### src/rtl/conv_pkg.sv
// Shared types and constants for the convolution layer sequencer.
// Holds the sequencer state encoding and the legal-filter helper.
package conv_pkg;

    typedef enum logic [2:0] {
        IDLE,
        CHECK,
        ISSUE,
        DRAIN,
        DONE
    } seq_state_t;

    localparam int unsigned IMG_MAX    = 32;
    localparam int unsigned MAX_FILTER = 5;
    localparam int unsigned DW         = 16;

    // Only odd kernels up to MAX_FILTER are supported by the window engine.
    function automatic logic is_legal_filter(input logic [15:0] size);
        return (size == 16'd1) || (size == 16'd3) || (size == 16'd5);
    endfunction

endpackage

### src/rtl/conv_layer_sequencer_pos_counter.sv
// Nested output-position counter: column fastest, then row, then map.
// Advances once per accepted window request; cleared while the sequencer idles.
module conv_pos_counter
    import conv_pkg::*;
(
    input  logic        clk,
    input  logic        reset,
    input  logic        i_clear,
    input  logic        i_fire,
    input  logic [15:0] i_out_dim,
    input  logic [15:0] i_num_maps,
    output logic [15:0] o_row,
    output logic [15:0] o_col,
    output logic [15:0] o_map,
    output logic        o_col_last,
    output logic        o_row_last,
    output logic        o_last
);

    logic [15:0] r_row;
    logic [15:0] r_col;
    logic [15:0] r_map;
    logic        w_map_last;

    assign o_col_last = (r_col == i_out_dim - 16'd1);
    assign o_row_last = (r_row == i_out_dim - 16'd1);
    assign w_map_last = (r_map == i_num_maps - 16'd1);
    assign o_last     = o_col_last && o_row_last && w_map_last;

    // NOTE: sequential state uses non-blocking assignments so every flop
    // samples the pre-edge values regardless of statement order.
    always_ff @(posedge clk) begin
        if (reset || i_clear) begin
            r_row <= '0;
            r_col <= '0;
            r_map <= '0;
        end else if (i_fire) begin
            if (o_col_last) begin
                r_col <= '0;
                if (o_row_last) begin
                    r_row <= '0;
                    r_map <= r_map + 16'd1;
                end else begin
                    r_row <= r_row + 16'd1;
                end
            end else begin
                r_col <= r_col + 16'd1;
            end
        end
    end

    assign o_row = r_row;
    assign o_col = r_col;
    assign o_map = r_map;

endmodule

### src/rtl/conv_layer_sequencer.sv
// Sequences one convolution layer: issues one window request per output pixel,
// bounds in-flight requests with a credit counter and writes results linearly.
module conv_layer_sequencer #(
    parameter int unsigned IMG_MAX  = conv_pkg::IMG_MAX,
    parameter int unsigned DW       = conv_pkg::DW,
    parameter int unsigned MAX_OUT  = 4,
    parameter int unsigned MAPS_MAX = 8,
    parameter int unsigned ADDR_W   = 16
) (
    input  logic              clk,
    input  logic              reset,
    input  logic              start,
    input  logic [15:0]       img_size,
    input  logic [15:0]       filter_size,
    input  logic [15:0]       num_maps,
    output logic              busy,
    output logic              done,
    output logic              cfg_err,
    output logic              req_valid,
    input  logic              req_ready,
    output logic [15:0]       req_row,
    output logic [15:0]       req_col,
    output logic [15:0]       req_map,
    input  logic              rsp_valid,
    input  logic [DW-1:0]     rsp_data,
    output logic              out_we,
    output logic [ADDR_W-1:0] out_addr,
    output logic [DW-1:0]     out_data
);
    import conv_pkg::*;

    localparam int unsigned     CW         = $clog2(MAX_OUT + 1);
    localparam logic [15:0]     IMG_MAX_W  = 16'(IMG_MAX);
    localparam logic [15:0]     MAPS_MAX_W = 16'(MAPS_MAX);
    localparam logic [CW-1:0]   MAX_OUT_W  = CW'(MAX_OUT);

    seq_state_t        r_state;
    seq_state_t        w_next_state;

    logic [15:0]       r_img;
    logic [15:0]       r_filt;
    logic [15:0]       r_maps;
    logic [15:0]       r_out_dim;
    logic [31:0]       r_total;
    logic [CW-1:0]     r_outstanding;
    logic [31:0]       r_received;
    logic [ADDR_W-1:0] r_wr_ptr;
    logic              r_out_we;
    logic [ADDR_W-1:0] r_out_addr;
    logic [DW-1:0]     r_out_data;
    logic              r_cfg_err;

    logic              w_cfg_ok;
    logic [15:0]       w_out_dim;
    logic [31:0]       w_total;
    logic              w_fire;
    logic              w_rsp_acc;
    logic [31:0]       w_received_next;
    logic              w_clear;
    logic              w_last;
    logic              w_col_last;
    logic              w_row_last;

    assign w_cfg_ok = is_legal_filter(r_filt) && (r_filt <= r_img) && (r_img <= IMG_MAX_W)
                      && (r_maps != 16'd0) && (r_maps <= MAPS_MAX_W);
    assign w_out_dim = r_img - r_filt + 16'd1;
    assign w_total   = 32'(r_maps) * 32'(w_out_dim) * 32'(w_out_dim);

    assign w_fire          = req_valid && req_ready;
    // A response with no credit outstanding is stale (e.g. after reset) and is dropped.
    assign w_rsp_acc       = rsp_valid && (r_outstanding != '0);
    assign w_received_next = r_received + 32'(w_rsp_acc);
    assign w_clear         = (r_state == IDLE);

    conv_pos_counter u_pos (
        .clk        (clk),
        .reset      (reset),
        .i_clear    (w_clear),
        .i_fire     (w_fire),
        .i_out_dim  (r_out_dim),
        .i_num_maps (r_maps),
        .o_row      (req_row),
        .o_col      (req_col),
        .o_map      (req_map),
        .o_col_last (w_col_last),
        .o_row_last (w_row_last),
        .o_last     (w_last)
    );

    always_ff @(posedge clk) begin
        if (reset) begin
            r_state <= IDLE;
        end else begin
            r_state <= w_next_state;
        end
    end

    // NOTE: every always_comb output gets a default first so no path leaves it
    // unassigned, which would otherwise infer a latch.
    always_comb begin
        w_next_state = r_state;
        unique case (r_state)
            IDLE:    if (start) w_next_state = CHECK;
            CHECK:   w_next_state = w_cfg_ok ? ISSUE : IDLE;
            ISSUE:   if (w_fire && w_last) w_next_state = DRAIN;
            DRAIN:   if (w_received_next == r_total) w_next_state = DONE;
            DONE:    w_next_state = IDLE;
            default: w_next_state = IDLE;
        endcase
    end

    always_comb begin
        busy      = 1'b0;
        done      = 1'b0;
        req_valid = 1'b0;
        unique case (r_state)
            ISSUE: begin
                busy      = 1'b1;
                req_valid = (r_outstanding < MAX_OUT_W);
            end
            DRAIN:   busy = 1'b1;
            DONE:    done = 1'b1;
            default: ;
        endcase
    end

    always_ff @(posedge clk) begin
        if (reset) begin
            r_img         <= '0;
            r_filt        <= '0;
            r_maps        <= '0;
            r_out_dim     <= '0;
            r_total       <= '0;
            r_outstanding <= '0;
            r_received    <= '0;
            r_wr_ptr      <= '0;
            r_out_we      <= 1'b0;
            r_out_addr    <= '0;
            r_out_data    <= '0;
            r_cfg_err     <= 1'b0;
        end else begin
            if ((r_state == IDLE) && start) begin
                r_img  <= img_size;
                r_filt <= filter_size;
                r_maps <= num_maps;
            end

            r_cfg_err <= (r_state == CHECK) && !w_cfg_ok;
            if (r_state == CHECK) begin
                r_out_dim <= w_out_dim;
                r_total   <= w_total;
            end

            unique case ({w_fire, w_rsp_acc})
                2'b10:   r_outstanding <= r_outstanding + CW'(1);
                2'b01:   r_outstanding <= r_outstanding - CW'(1);
                default: r_outstanding <= r_outstanding;
            endcase

            r_out_we <= w_rsp_acc;
            if (w_rsp_acc) begin
                r_out_data <= rsp_data;
                r_out_addr <= r_wr_ptr;
                r_wr_ptr   <= r_wr_ptr + ADDR_W'(1);
            end
            r_received <= w_received_next;

            if (r_state == IDLE) begin
                r_wr_ptr   <= '0;
                r_received <= '0;
            end
        end
    end

    assign out_we   = r_out_we;
    assign out_addr = r_out_addr;
    assign out_data = r_out_data;
    assign cfg_err  = r_cfg_err;

endmodule

### config.mk
export PLATFORM = sky130hd
export DESIGN_NAME = conv_layer_sequencer
export DESIGN_NICKNAME = d
export VERILOG_FILES = /design/src/rtl/conv_pkg.sv /design/src/rtl/conv_layer_sequencer_pos_counter.sv /design/src/rtl/conv_layer_sequencer.sv
export SDC_FILE = /design/constraint.sdc
export NUM_CORES = 2
export LEC_CHECK = 0
export ABC_CLOCK_PERIOD_IN_PS = 12250
export CORE_MARGIN = 4
export CORE_UTILIZATION = 57
export DETAILED_ROUTE_END_ITERATION = 12
export PLACE_DENSITY = 0.79
export SLEW_MARGIN = 20
export SYNTH_ARGS = -nofsm -noshare
export SYNTH_HDL_FRONTEND = slang
export SYNTH_SLANG_ARGS = --single-unit
### constraint.sdc
create_clock -name clk -period 12.25 [get_ports clk]
set_input_delay 2.45 -clock clk [delete_from_list [all_inputs] [get_ports clk]]
set_output_delay 2.45 -clock clk [all_outputs]
set_load 0.01 [all_outputs]
==> summary.md <==
| Metric | Value |
|---|---|
| Commonest non-fill, non-tap cell in the layout | inv_1 |
| Tot GR Track Use | 0.287 |
| H-tree depth | 1 |
| DIE WIDTH | 245 um |
| CTS max path bufs | 3 |
| Final setup fails | 1 |
| Buffers added on ports | 153 |
| Cell mode on critical path | fa_1 |
| Grt ovf | 0 |
| Post-layout min period | 12.53 ns |
| Worst Min Path Start | out_addr[8] |
| Post-Synth Adder-Cell Area | 0.400 |
| First-pass GRT wire length | 140 mm |
| DIE AREA | 0.0600 mm^2 |
| Placed Cells | 4754 |
| Row count | 86 |
| I/O pin count | 154 |
| P&R area growth vs syn | 18.4% |
| XOR/XNOR share of the synthesized area | 0.0791 |
| TritonCTS clock tree | built |
| Crit Path Class | register to register |
| R2R setup slack | -0.28 ns |
| Diodes inserted | 0 |
| Initial antenna violation count | 2 |
| Worst R2R Path Depth | 47 |
| Share of cells above drive strength 1 | 0.119 |
| Mux cell area share after synthesis | 0.00188 |
| Hold depth | 2 |
| Status | finished, violations left |
| Largest net degree at the start of global routing | 93 |
| Pre-antenna DRT Iters | 6 |
| Mapped Cells | 3812 |
| Skew final | 0.0332 ns |
| Maximum fanout along the worst path | 7 |
| Net Count, Synth | 4604 |
| CP Buf/Inv Count | 8 |
| Initial Utilization | 0.579 |
| Clk Latency, worst-skew pair | 0.55 ns |
| Critical-path top delay cell | fa_1 |
| Root Buffer | clkbuf_16 |
| Violated checks | negative setup slack |
| Synth Flop Type | dfxtp_1 |
| Slew margin rel. | 0.294 |
| Register area share after synthesis | 0.145 |
| CP Launch Type | register |
| Total CTS buffers | 24 |
| Vias per cell | 5.51 |
| EDFF count, synth | 0 |
| FF+latch count, synth | 232 |
| Post-Synth Simple-Gate Area | 0.204 |
| Slew Limit Fails | 0 |
| Drt total wl | 87.8 mm |
| Post-synthesis cell area | 0.0320 mm^2 |
| Clk sinks | 232 |
| Worst Path Arrival | 12.98 ns |
| Setup WS pre-CTS | -0.563 ns |
| RD Place Congestion | 0.936 |
| Final period util | 1.02 |
| Pin slew with the least headroom to its limit | 1.05 ns |
| Initial drt markers | 1896 |
| Detail Placement HPWL | 67.5 mm |
| Avg Cell Area, Syn | 8.40 um^2 |
| Max Freq | 79.8 MHz |
| Layout Cells excl Fill | 4849 |
| Vias after detailed routing | 26.7k |
| Fraction of registers with async set/reset | 0 |
| Core Area | 0.0553 mm^2 |
| Reg2reg end | r_total[31] |
| Nets | 4876 |
| Clk slew on worst S/H paths | 0.07 ns |
| Crit path required time | 12.70 ns |
| Max-cap violation count | 0 |
| Worst r2r src | r_img[1] |
| Delay-heaviest family, CP | adder cells |
| # DRC | 0 |
| Largest stage delay, worst path | 0.57 ns |
| Antenna Nets Post-Route | 0 |
| Netlist cell types | 76 |
| CP endpoint kind | register |
| Final Worst Setup Slack | -0.276 ns |
| End of the worst hold path | out_addr[8] |
| Die Ht | 245 um |
| Top Registers | r_received x32, r_total x32 |
| Largest family of logic cells by synthesized area | adder cells |
| Commonest cells after routing, fill and taps aside | 631 x inv_1, 607 x nand2_1, 486 x fa_1 |
| # hold bufs at CTS | 0 |
| Yosys warns | 0 |
| Avg WL per Cell | 18.1 um |
| RSZ-0062 raised after global routing | yes |
| Vias in the first global route | 27.5k |
| Hold Violations, Final | 0 |
| Post-synthesis compound-gate area fraction | 0.0742 |
| Hold Crit Class | register to register |
-- final cells by class --
cell class                 count  area [um^2]
inverter                     634         2380
multi-input combinational   2768        25500
sequential                   232         4660
timing repair buffer         424         3690
tap                          748          936
clock buffer                  37          719
fill                        4198        17400
clock inverter                 6         61.3
-- worst reg2reg max path: cells and delay by family (launching register included) --
kind | cells | cell delay, ns
simple gates | 5 | 0.75
flops | 1 | 0.32
buf+inv | 8 | 0.90
fa+ha+maj | 15 | 6.36
compound gates | 9 | 2.02
xor+xnor | 10 | 2.09
-- how the worst max path moves through the flow --
stage | slack [ns] | startpoint | end | depth (start not counted)
after detailed placement | -0.56 | r_img[3] | r_total[31] | 46
after CTS | -0.20 | r_img[1] | r_total[31] | 48
after global routing | -0.65 | r_img[1] | r_total[31] | 49
after global placement | -0.26 | r_img[2] | r_total[31] | 46
after floorplan | 0.08 | r_img[1] | r_total[30] | 49
final | -0.28 | r_img[1] | r_total[31] | 47
-- repair_timing --
item | in CTS | in global routing
pin swaps | 25 | 71
endpoints found under the setup margin | 5 | 15
endpoints found under the hold margin | 0 | 0
gates cloned | 0 | 1
resized for setup | 28 | 154
buffers inserted | 16 | 37
-- synthesized netlist by cell type (4+ instances only) --
cell type,n,area (um^2)
o21bai_1,10,75.1
nor3b_1,4,30.0
dfxtp_1,232,4640
o2111ai_1,4,35.0
and3_1,34,213
or3_1,19,119
a31oi_1,6,37.5
nand3b_1,9,67.6
o211a_1,4,40.0
nand2_1,612,2300
nor3_1,32,160
o31ai_1,6,45.0
buf_1,11,41.3
nand3_1,53,265
nor2b_1,21,131
o21a_1,16,120
nor2_1,207,777
xor2_1,118,1030
o21ai_0,47,235
clkbuf_1,163,612
nand4_1,42,263
and2_1,232,1450
ha_1,222,2780
or4_1,6,45.0
a211oi_1,14,105
or2_2,11,68.8
inv_1,634,2380
nand2b_1,56,350
o211ai_1,12,90.1
nor4_1,22,138
xnor3_1,9,203
mux2i_1,6,60.1
fa_1,501,10000
xnor2_1,140,1230
a21o_1,35,263
a21oi_1,206,1030
-- per-stage QoR --
stage / area (um^2) / utilization / hold WS [ns] / setup TNS [ns]
final: 37900 / 0.685 / 0.453 / -0.276
after global routing: 37900 / 0.685 / 0.472 / -1.68
after CTS: 36800 / 0.666 / 0.454 / -0.204
after detailed placement: 35800 / 0.646 / 0.446 / -0.695
after global placement: 35800 / 0.646 / 0.441 / -0.263
after floorplan: 32200 / - / 0.436 / 0
-- kinds of logic after synthesis --
kind of cell | after synthesis
flops | 232
xor+xnor | 270
fa+ha+maj | 723
mux | 6
buf+inv | 813
simple gates | 1374
compound gates | 394
-- layer usage --
metal  wire length [um]  global-route usage
met5                 13                   0
met4               3980               0.104
met3               6550              0.0428
met2              43100               0.500
met1              34100               0.366
Power is left out: the tool's default activity adds up to more than one toggle a clock period on the data nets, which glitch-free logic cannot reach.
